==> src/rtl/jesd_tx_link_ctrl_if.sv <==
// Sideband bundle between the JESD204B TX link sequencer and the ILA/comma-insertion stage.
// The master drives phase, position and config-address outputs; the slave drives enable, SYNC~ and error clear.
interface jesd_tx_link_ctrl_if;
  logic        enable;
  logic        sync_n;
  logic        err_clr;
  logic [31:0] byte_cnt;
  logic [3:0]  ila_cnt;
  logic        cgs_active;
  logic        ilas_active;
  logic        data_req;
  logic        data_active;
  logic        cfg_valid;
  logic [3:0]  cfg_addr;
  logic        lmfc_pulse;
  logic [7:0]  err_cnt;

  modport master (
    input  enable, sync_n, err_clr,
    output byte_cnt, ila_cnt, cgs_active, ilas_active, data_req, data_active,
           cfg_valid, cfg_addr, lmfc_pulse, err_cnt
  );

  modport slave (
    output enable, sync_n, err_clr,
    input  byte_cnt, ila_cnt, cgs_active, ilas_active, data_req, data_active,
           cfg_valid, cfg_addr, lmfc_pulse, err_cnt
  );
endinterface

==> src/rtl/jesd_tx_link_ctrl.sv <==
// JESD204B TX lane link sequencer: LMFC octet counter, CGS/ILAS/DATA phases driven by SYNC~.
// Outputs are registered decodes of the next state, so they line up with the octet counter.
module jesd_tx_link_ctrl #(
  parameter int unsigned MF_OCTETS    = 32,
  parameter int unsigned SYNC_REQ_LEN = 5,
  parameter int unsigned ILAS_MF      = 4
) (
  input logic                 clk,
  input logic                 rst_n,
  jesd_tx_link_ctrl_if.master bus
);

  localparam int unsigned OCT_W = 5;
  localparam int unsigned MF_W  = 2;
  localparam int unsigned RUN_W = $clog2(SYNC_REQ_LEN + 1);
  localparam int unsigned ERR_W = 8;
  localparam logic [OCT_W-1:0] OCT_LAST = OCT_W'(MF_OCTETS - 1);
  localparam logic [MF_W-1:0]  MF_LAST  = MF_W'(ILAS_MF - 1);
  localparam logic [RUN_W-1:0] RUN_MAX  = RUN_W'(SYNC_REQ_LEN);

  typedef enum logic [1:0] {ST_IDLE, ST_CGS, ST_ILAS, ST_DATA} state_t;

  state_t           r_state;
  logic             r_sync_meta;
  logic             r_sync_s;
  logic [OCT_W-1:0] r_oct;
  logic [MF_W-1:0]  r_mf;
  logic [RUN_W-1:0] r_run;
  logic [ERR_W-1:0] r_err_cnt;
  logic [31:0]      r_byte_cnt;
  logic [3:0]       r_ila_cnt;
  logic             r_cgs_active;
  logic             r_ilas_active;
  logic             r_data_req;
  logic             r_data_active;
  logic             r_cfg_valid;
  logic [3:0]       r_cfg_addr;
  logic             r_lmfc_pulse;

  state_t           w_state_nx;
  logic [OCT_W-1:0] w_oct_nx;
  logic [MF_W-1:0]  w_mf_nx;
  logic [RUN_W-1:0] w_run_inc;
  logic [RUN_W-1:0] w_run_nx;
  logic             w_oct_last;
  logic             w_linked;
  logic             w_resync;
  logic             w_err_pulse;
  logic [31:0]      w_byte_cnt_nx;
  logic [3:0]       w_ila_cnt_nx;
  logic             w_cgs_nx;
  logic             w_ilas_nx;
  logic             w_data_req_nx;
  logic             w_data_active_nx;
  logic             w_cfg_valid_nx;
  logic [3:0]       w_cfg_addr_nx;
  logic             w_lmfc_nx;

  assign w_oct_last  = (r_oct == OCT_LAST);
  assign w_oct_nx    = w_oct_last ? '0 : r_oct + OCT_W'(1);
  assign w_linked    = (r_state == ST_ILAS) || (r_state == ST_DATA);
  assign w_run_inc   = (r_run == RUN_MAX) ? RUN_MAX : r_run + RUN_W'(1);
  assign w_resync    = w_linked && !r_sync_s && (w_run_inc == RUN_MAX);
  // A low run that ends before reaching the re-sync length is a SYNC~ error pulse
  assign w_err_pulse = w_linked && r_sync_s && (r_run != '0) && (r_run < RUN_MAX);

  always_comb begin
    w_state_nx = r_state;
    w_mf_nx    = r_mf;
    case (r_state)
      ST_IDLE: w_state_nx = ST_CGS;
      ST_CGS: begin
        if (r_sync_s && w_oct_last) w_state_nx = ST_ILAS;
      end
      ST_ILAS: begin
        if (w_oct_last) begin
          if (r_mf == MF_LAST) w_state_nx = ST_DATA;
          else                 w_mf_nx    = r_mf + MF_W'(1);
        end
      end
      ST_DATA: w_state_nx = ST_DATA;
    endcase
    if (w_resync)     w_state_nx = ST_CGS;
    if (!bus.enable)  w_state_nx = ST_IDLE;
    if (w_state_nx != ST_ILAS) w_mf_nx = '0;
  end

  assign w_run_nx = (w_linked && !r_sync_s &&
                     ((w_state_nx == ST_ILAS) || (w_state_nx == ST_DATA))) ? w_run_inc : '0;

  // Moore decode of the next state/octet/multiframe, registered below
  always_comb begin
    w_byte_cnt_nx    = '0;
    w_ila_cnt_nx     = '0;
    w_cgs_nx         = 1'b0;
    w_ilas_nx        = 1'b0;
    w_data_req_nx    = 1'b0;
    w_data_active_nx = 1'b0;
    w_cfg_valid_nx   = 1'b0;
    w_cfg_addr_nx    = '0;
    w_lmfc_nx        = (w_oct_nx == '0);
    case (w_state_nx)
      ST_IDLE: w_cgs_nx = 1'b0;
      ST_CGS:  w_cgs_nx = 1'b1;
      ST_ILAS: begin
        w_ilas_nx     = 1'b1;
        w_byte_cnt_nx = (w_oct_nx == OCT_LAST) ? 32'h8000_0000 : (32'd1 << w_oct_nx);
        w_ila_cnt_nx  = 4'd1 << w_mf_nx;
        if ((w_mf_nx == MF_W'(1)) && (w_oct_nx >= OCT_W'(2)) && (w_oct_nx <= OCT_W'(15))) begin
          w_cfg_valid_nx = 1'b1;
          w_cfg_addr_nx  = 4'(w_oct_nx - OCT_W'(2));
        end
        if ((w_mf_nx == MF_LAST) && (w_oct_nx == OCT_LAST)) w_data_req_nx = 1'b1;
      end
      ST_DATA: begin
        w_data_active_nx = 1'b1;
        w_data_req_nx    = 1'b1;
      end
    endcase
  end

  always_ff @(posedge clk or negedge rst_n) begin
    if (!rst_n) begin
      r_sync_meta   <= 1'b1;
      r_sync_s      <= 1'b1;
      r_state       <= ST_IDLE;
      r_oct         <= '0;
      r_mf          <= '0;
      r_run         <= '0;
      r_err_cnt     <= '0;
      r_byte_cnt    <= '0;
      r_ila_cnt     <= '0;
      r_cgs_active  <= 1'b0;
      r_ilas_active <= 1'b0;
      r_data_req    <= 1'b0;
      r_data_active <= 1'b0;
      r_cfg_valid   <= 1'b0;
      r_cfg_addr    <= '0;
      r_lmfc_pulse  <= 1'b0;
    end else begin
      r_sync_meta   <= bus.sync_n;
      r_sync_s      <= r_sync_meta;
      r_state       <= w_state_nx;
      r_oct         <= w_oct_nx;
      r_mf          <= w_mf_nx;
      r_run         <= w_run_nx;
      if (bus.err_clr)                         r_err_cnt <= '0;
      else if (w_err_pulse && (r_err_cnt != '1)) r_err_cnt <= r_err_cnt + ERR_W'(1);
      r_byte_cnt    <= w_byte_cnt_nx;
      r_ila_cnt     <= w_ila_cnt_nx;
      r_cgs_active  <= w_cgs_nx;
      r_ilas_active <= w_ilas_nx;
      r_data_req    <= w_data_req_nx;
      r_data_active <= w_data_active_nx;
      r_cfg_valid   <= w_cfg_valid_nx;
      r_cfg_addr    <= w_cfg_addr_nx;
      r_lmfc_pulse  <= w_lmfc_nx;
    end
  end

  assign bus.byte_cnt    = r_byte_cnt;
  assign bus.ila_cnt     = r_ila_cnt;
  assign bus.cgs_active  = r_cgs_active;
  assign bus.ilas_active = r_ilas_active;
  assign bus.data_req    = r_data_req;
  assign bus.data_active = r_data_active;
  assign bus.cfg_valid   = r_cfg_valid;
  assign bus.cfg_addr    = r_cfg_addr;
  assign bus.lmfc_pulse  = r_lmfc_pulse;
  assign bus.err_cnt     = r_err_cnt;

endmodule

==> src/flat_wrapper.sv <==
// flat-port wrapper written by rule: the top's interface ports become plain ports
module jesd_tx_link_ctrl_flat 
#(
  parameter int unsigned MF_OCTETS    = 32,
  parameter int unsigned SYNC_REQ_LEN = 5,
  parameter int unsigned ILAS_MF      = 4
)
  (clk, rst_n, bus_enable, bus_sync_n, bus_err_clr, bus_byte_cnt, bus_ila_cnt, bus_cgs_active, bus_ilas_active, bus_data_req, bus_data_active, bus_cfg_valid, bus_cfg_addr, bus_lmfc_pulse, bus_err_cnt);
  jesd_tx_link_ctrl_if bus_i ();
  input logic clk;
  input logic rst_n;
  input wire logic [$bits(bus_i.enable)-1:0] bus_enable;
  input wire logic [$bits(bus_i.sync_n)-1:0] bus_sync_n;
  input wire logic [$bits(bus_i.err_clr)-1:0] bus_err_clr;
  output wire logic [$bits(bus_i.byte_cnt)-1:0] bus_byte_cnt;
  output wire logic [$bits(bus_i.ila_cnt)-1:0] bus_ila_cnt;
  output wire logic [$bits(bus_i.cgs_active)-1:0] bus_cgs_active;
  output wire logic [$bits(bus_i.ilas_active)-1:0] bus_ilas_active;
  output wire logic [$bits(bus_i.data_req)-1:0] bus_data_req;
  output wire logic [$bits(bus_i.data_active)-1:0] bus_data_active;
  output wire logic [$bits(bus_i.cfg_valid)-1:0] bus_cfg_valid;
  output wire logic [$bits(bus_i.cfg_addr)-1:0] bus_cfg_addr;
  output wire logic [$bits(bus_i.lmfc_pulse)-1:0] bus_lmfc_pulse;
  output wire logic [$bits(bus_i.err_cnt)-1:0] bus_err_cnt;
  assign bus_i.enable = bus_enable;
  assign bus_i.sync_n = bus_sync_n;
  assign bus_i.err_clr = bus_err_clr;
  assign bus_byte_cnt = bus_i.byte_cnt;
  assign bus_ila_cnt = bus_i.ila_cnt;
  assign bus_cgs_active = bus_i.cgs_active;
  assign bus_ilas_active = bus_i.ilas_active;
  assign bus_data_req = bus_i.data_req;
  assign bus_data_active = bus_i.data_active;
  assign bus_cfg_valid = bus_i.cfg_valid;
  assign bus_cfg_addr = bus_i.cfg_addr;
  assign bus_lmfc_pulse = bus_i.lmfc_pulse;
  assign bus_err_cnt = bus_i.err_cnt;
  jesd_tx_link_ctrl #(.MF_OCTETS(MF_OCTETS), .SYNC_REQ_LEN(SYNC_REQ_LEN), .ILAS_MF(ILAS_MF)) u_core (.clk(clk), .rst_n(rst_n), .bus(bus_i));
endmodule
==> config.mk <==
export PLATFORM = sky130hd
export DESIGN_NAME = jesd_tx_link_ctrl_flat
export DESIGN_NICKNAME = d
export VERILOG_FILES = /design/src/rtl/jesd_tx_link_ctrl_if.sv /design/src/rtl/jesd_tx_link_ctrl.sv /design/src/flat_wrapper.sv
export SDC_FILE = /design/constraint.sdc
export NUM_CORES = 1
export LEC_CHECK = 0
export ABC_CLOCK_PERIOD_IN_PS = 6100
export CAP_MARGIN = 10
export CORE_MARGIN = 2
export CORE_UTILIZATION = 46
export CTS_CLUSTER_DIAMETER = 60
export DETAILED_ROUTE_END_ITERATION = 7
export DONT_BUFFER_PORTS = 1
export GPL_TIMING_DRIVEN = 0
export MAX_ROUTING_LAYER = met4
export PLACE_DENSITY_LB_ADDON = 0.3
export SLEW_MARGIN = 25
export SYNTH_ARGS = -nofsm -noshare
export SYNTH_HDL_FRONTEND = slang
export SYNTH_SLANG_ARGS = --single-unit
==> constraint.sdc <==
create_clock -name clk -period 6.1 [get_ports clk]
set_input_delay 0.305 -clock clk [delete_from_list [all_inputs] [get_ports clk]]
set_output_delay 0.305 -clock clk [all_outputs]
set_load 0.05 [all_outputs]
## After elaboration in Yosys (flattened, before gate mapping)

Index checks and enable logic that the tools add are counted.

- Bits in registers: 68
- Latch bits: 0
- RAM bits: 0
- ROM bits: 0
- Input bits: 5
- Output and inout bits: 54
- Word-level logic and storage cells: 86
- Memories: 0

- Add/subtract/negate cells: 5
- Multipliers: 0
- Div/mod/pow operators: 0
- $lt $le $gt $ge: 3
- Equal/unequal tests: 15
- Shift operators: 2
- Mux-type cells: 27
- Bitwise operators: 0
- Reductions and logical operators: 18

Operator list:

| cell | number |
|---|---|
| 32-bit 2-to-1 mux | 2 |
| 1-bit by 5-bit << shifter with 32-bit output, first input constant | 1 |
| 2-bit 2-to-1 mux | 9 |
| 8-bit 2-to-1 mux | 2 |
| 2-bit == test, second input constant | 6 |
| 4-bit 2-to-1 mux | 3 |
| 1-bit logical AND | 11 |
| 5-bit == test, second input constant | 2 |
| 8-bit by 1-bit adder with 8-bit output, second input constant | 1 |
| 8-bit != test, second input constant | 1 |
| 2-bit case mux with 4 select lines | 1 |
| 2-bit by 1-bit == test with 1-bit output, second input constant | 3 |
| 3-bit == test, second input constant | 2 |
| 1-bit 2-to-1 mux | 6 |
| 3-bit 2-to-1 mux | 2 |
| 5-bit by 1-bit adder with 5-bit output, second input constant | 1 |
| 5-bit by 2-bit greater-or-equal comparator with 1-bit output, second input constant | 1 |
| 5-bit by 4-bit <= comparator with 1-bit output, second input constant | 1 |
| 5-bit zero test | 1 |
| 5-bit 2-to-1 mux | 1 |
| 1-bit by 2-bit << shifter with 4-bit output, first input constant | 1 |
| 4-bit by 2-bit subtractor with 4-bit output, second input constant | 1 |
| 3-bit by 1-bit adder with 3-bit output, second input constant | 1 |
| 3-bit less-than comparator, second input constant | 1 |
| 8 further kinds | 9 |

## Longest topological paths before layout

- Word-level depth: 13
- Depth in mapped cells: 11

## Least setup slack after synthesis

OpenSTA, ideal clock, no wires.

- Path kind: reg-to-reg
- Start point: reg u_core.r_oct[0]
- End point: reg u_core.r_cfg_addr[3], in the netlist u_core.bus.cfg_addr[3]
- Arrival time: 2122 ps
- Data required time: 5999 ps
- Path slack: 3877 ps
- Stages on the path, launching flop included: 10
- Path buffers: 2
- Path through: dfrtp_1 > ha_1 > buf_2 > and3_1 > ha_1 > buf_2 > nand3b_1 > o21ai_0 > nor2_1 > nor4_1

- Word-level cells in the longest chain between the ends: 13
- Elaborated cells between the ends (all ways): 22
- Classes of those cells: add/sub (2); order compare (2); eq/ne (4); mux (11); reduce/logical (3)

Ends and longest elaborated chain:

| what | RTL line | text |
|---|---|---|
| start: declaration | jesd_tx_link_ctrl.sv:26 | `logic [OCT_W-1:0] r_oct;` |
| start signal: assignment | jesd_tx_link_ctrl.sv:144 | `r_oct <= w_oct_nx;` |
| 5-bit == test | jesd_tx_link_ctrl.sv:59 | `assign w_oct_last = (r_oct == OCT_LAST);` |
| 1-bit logical AND | jesd_tx_link_ctrl.sv:73 | `if (r_sync_s && w_oct_last) w_state_nx = ST_ILAS;` |
| 2-bit 2-to-1 mux | jesd_tx_link_ctrl.sv:73 |  |
| 2-bit case mux with 4 select lines | jesd_tx_link_ctrl.sv:70 | `case (r_state)` |
| 2-bit 2-to-1 mux | jesd_tx_link_ctrl.sv:83 | `if (w_resync) w_state_nx = ST_CGS;` |
| 2-bit 2-to-1 mux | jesd_tx_link_ctrl.sv:84 | `if (!bus.enable) w_state_nx = ST_IDLE;` |
| 2-bit != test | jesd_tx_link_ctrl.sv:85 | `if (w_state_nx != ST_ILAS) w_mf_nx = '0;` |
| 2-bit 2-to-1 mux | jesd_tx_link_ctrl.sv:85 |  |
| 2-bit by 1-bit == test with 1-bit output | jesd_tx_link_ctrl.sv:109 | `if ((w_mf_nx == MF_W'(1)) && (w_oct_nx >= OCT_W'(2)) && (w_oct_nx <= OCT_W'(15))) begin` |
| 1-bit logical AND (2 in series) | jesd_tx_link_ctrl.sv:109 |  |
| 4-bit 2-to-1 mux | jesd_tx_link_ctrl.sv:109 |  |
| 4-bit 2-to-1 mux (*) | jesd_tx_link_ctrl.sv:102 | `case (w_state_nx)` |
| net u_core.w_cfg_addr_nx[3] | jesd_tx_link_ctrl.sv:56 | `logic [3:0] w_cfg_addr_nx;` |
| end signal: assignment | jesd_tx_link_ctrl.sv:156 | `r_cfg_addr <= w_cfg_addr_nx;` |
| end: declaration | jesd_tx_link_ctrl.sv:37 | `logic [3:0] r_cfg_addr;` |

The timed path passes the listed nets; every way through them passes the cells marked *.
A chain may end at the register's enable or synchronous reset.

## Final worst setup path

Ends and elaborated chain as after synthesis.

==> reports/metrics.csv <==
stage,metric,value,unit
sta,Final min period,2.72,ns
finish,most frequent cells in the layout,"dfrtp_1, nor3_1, nor2_1",
clock_network,setup bufs post-CTS,0,
logic_synthesis,Synth Register Bits,68,
detailed_routing,DR vias/cell,5.62,
sta,Hold WS,0.124,ns
logic_synthesis,post-synthesis sequential area ratio,59.5,%
sta,clk_skew,0.00976,ns
logic_synthesis,"EDFF count, synth",0,
grt,vias in the first global route,1925,
clock_network,worst skew pair latency,0.35,ns
status,outcome,finished clean,
logic_synthesis,Yosys warnings,0,
clock_network,"Reg clk slew, reported paths",0.08,ns
sta,max frequency,0.368,GHz
logic_synthesis,post-synthesis instance total,247,
setup_path,Startpoint Class,flip-flop,
detailed_routing,DRT Pass-1 Iters,4,
die,Die Wd,82.9,um
logic_synthesis,mapped cell area,2870,sq um
sta,RSZ-0062 raised after global routing,false,
logic_synthesis,top cell type's share of synthesized area,57.6,%
flow_run,max cap viols,0,
setup_path,WS Path Type,reg2reg,
detailed_routing,drt drc,0,
sta,setup violators final,0,
logic_synthesis,Synth area leader,dfrtp_1,
finish,diodes inserted,0,
logic_synthesis,Mean Syn Cell Area,11.6,sq um
setup_path,CP Max Fanout,10,
grt,global-route wire length before repair,9.96,mm
sta,period utilization,44.6,%
logic_synthesis,Synth cell types,51,
setup_path,WP data arrival,2.96,ns
worst_hold_path,HP Class,in2reg,
finish,Area Overhead vs Synth,12.1,%
sta,Final Hold Viols,0,
detailed_routing,total wire length,5.71,mm
detailed_routing,DR WL/cell,16.7,um
placement,placed wire-length estimate,3.66,mm
finish,Final nets,271,
finish,"commonest non-fill, non-tap cell in the layout",dfrtp_1,
clock_network,post-CTS sizing,0,
pwr,Pwr Total,0.853,mW
pwr,maximum VDD drop,0.160,mV
logic_synthesis,Mapped Nets,257,
logic_synthesis,"Async S/R FF share, synth",100,%
die,site row count,28,
grt,initial antenna violation count,0,
grt,GRT Residual Overflow,0,
setup_path,crit end category,flip-flop,
sta,Worst-Margin Slew,0.815,ns
die,I/O pin count,59,
clock_network,clock root cell,clkbuf_8,
clock_network,Max clock buf depth,2,
placement,number of buffers added on ports,0,
die,Die H,82.9,um
logic_synthesis,Synth Flop Type,dfrtp_1,
die,Core Footprint,5960,sq um
detailed_routing,vias,1918,
logic_synthesis,"top cells by area, synth","dfrtp_1, nor3_1, nor4_1",
placement,GPL Wtd Cong,0.807,
finish,layout cells sized above 1,16.5,%
sta,Slew headroom,45.6,%
pwr,PwrDens,265,nW/um^2
grt,GRT Util Overall,18.6,%
worst_hold_path,WHS Path Cells,1,
die,Die ar.,6880,sq um
grt,largest net degree at the start of global routing,69,
sta,final slew viol count,0,
setup_path,Required @ worst endpoint,6.34,ns
setup_path,worst r2r path cells,9,
sta,final setup TNS,0,ns
clock_network,TritonCTS clock tree,yes,
finish,final core occ,53.9,%
pwr,Pleak,1.46,nW
clock_network,Clock Sinks,68,
detailed_routing,post-route ant nets,0,
clock_network,# H-tree levels,3,
die,Starting Density,48.1,%
clock_network,CTS Buf Count,9,
detailed_routing,initial DRC count,137,
logic make-up (layout without fill, tap and decap cells):
kind of cell,count (synthesis),count (layout),synth area share [%]
muxes,5,5,1.92
xor gates and xnor gates,5,5,2.18
AOI/OAI and AO/OA,25,25,6.81
buffers and inverters,21,40,3.54
DFF,68,68,59.5
adders and majority gates,5,5,2.18
and+or+nand+nor,118,118,23.9
worst max-delay path, cell delays in order (launching register included):
cell	delay (ns)
dfrtp_1	0.46
ha_1	0.22
buf_2	0.19
and3_1	0.20
ha_1	0.20
buf_2	0.19
nand3b_1	0.41
o21ai_0	0.29
nor2_1	0.12
nor4_1	0.32
area by class of cell:
cell class | instances | area [sq um]
flip-flops and latches | 68 | 1700
inverters | 10 | 37.5
clock inverters | 7 | 82.6
multi-input cells | 158 | 1060
fillers | 519 | 2740
repair buffers | 3 | 47.5
well taps | 75 | 93.8
clock buffers | 9 | 124
plain buffers | 11 | 63.8
Yosys cell counts, types with 2 or more instances:
| master | number |
|---|---|
| nor2b_1 | 6 |
| nand2_1 | 9 |
| inv_2 | 2 |
| dfstp_2 | 2 |
| buf_6 | 2 |
| a21oi_1 | 7 |
| or2_2 | 2 |
| and3b_1 | 2 |
| ha_1 | 5 |
| mux2_2 | 4 |
| xor2_1 | 2 |
| nand3b_1 | 5 |
| inv_1 | 8 |
| o21ai_0 | 4 |
| nand3_1 | 5 |
| nand2b_1 | 3 |
| nor4b_1 | 3 |
| nand4bb_1 | 2 |
| dfrtp_1 | 66 |
| or3_1 | 3 |
| and3_1 | 3 |
| buf_2 | 6 |
| nor2_1 | 20 |
| o2111ai_1 | 2 |
| xnor2_1 | 2 |
| clkbuf_1 | 3 |
| nor3b_1 | 4 |
| nor4_1 | 15 |
| nor3_1 | 28 |
worst paths after layout:
| path | slack, ns | to | from |
|---|---|---|---|
| max in group asynchronous | 5.30 | u_core.r_sync_meta | rst_n |
| worst max register to register | 3.38 | u_core.bus.cfg_addr[3] | u_core.r_oct[0] |
| worst max-delay path | 3.38 | u_core.bus.cfg_addr[3] | u_core.r_oct[0] |
| worst min-delay path | 0.12 | u_core.r_state[0] | bus_enable |
| worst min register to register | 0.36 | u_core.r_sync_s | u_core.r_sync_meta |
| min in group asynchronous | 0.51 | u_core.bus.cfg_addr[3] | rst_n |
metal layers:
metal / routed length, um / share of wire, % / track usage (%) / vias up
met3: 335 / 5.9 / 5.96 / 11
li1: - / - / - / 917
met2: 2560 / 45 / 25.4 / 53
met4: 82 / 1.4 / 7.90 / 0
met1: 2730 / 48 / 25.5 / 937
met5: 0 / 0 / - / -
metrics by stage:
| step | area, sq um | std cells | worst slack, ns |
|---|---|---|---|
| floorplan | 2870 | 247 | 3.88 |
| global placement | 2960 | 322 | 3.44 |
| detailed placement | 2960 | 322 | 3.48 |
| CTS | 3210 | 341 | 3.41 |
| global route | 3210 | 341 | 3.20 |
| finish | 3210 | 341 | 3.38 |
what timing repair did:
item | 4_1_cts | 5_1_grt
hold endpoints to repair | 69 | 0
endpoints found under the setup margin | 0 | 0
hold buffers | 3 | 0
flip-flops by register name, indices dropped and copies added, names as in the netlist, 2 cells and up:
name and cells:
u_core.r_state 2, u_core.bus.byte_cnt 32, u_core.r_mf 2, u_core.bus.ila_cnt 4
u_core.bus.cfg_addr 4, u_core.r_oct 5, u_core.bus.err_cnt 8, u_core.r_run 3
where the power goes:
| part | internal (mW) | switching [mW] | total [mW] |
|---|---|---|---|
| clock | 0.196 | 0.189 | 0.384 |
| sequential | 0.452 | 0.00208 | 0.454 |
| combinational | 0.00375 | 0.0103 | 0.0140 |
| total | 0.652 | 0.201 | 0.853 |
Power figures use the tool's default switching activity.
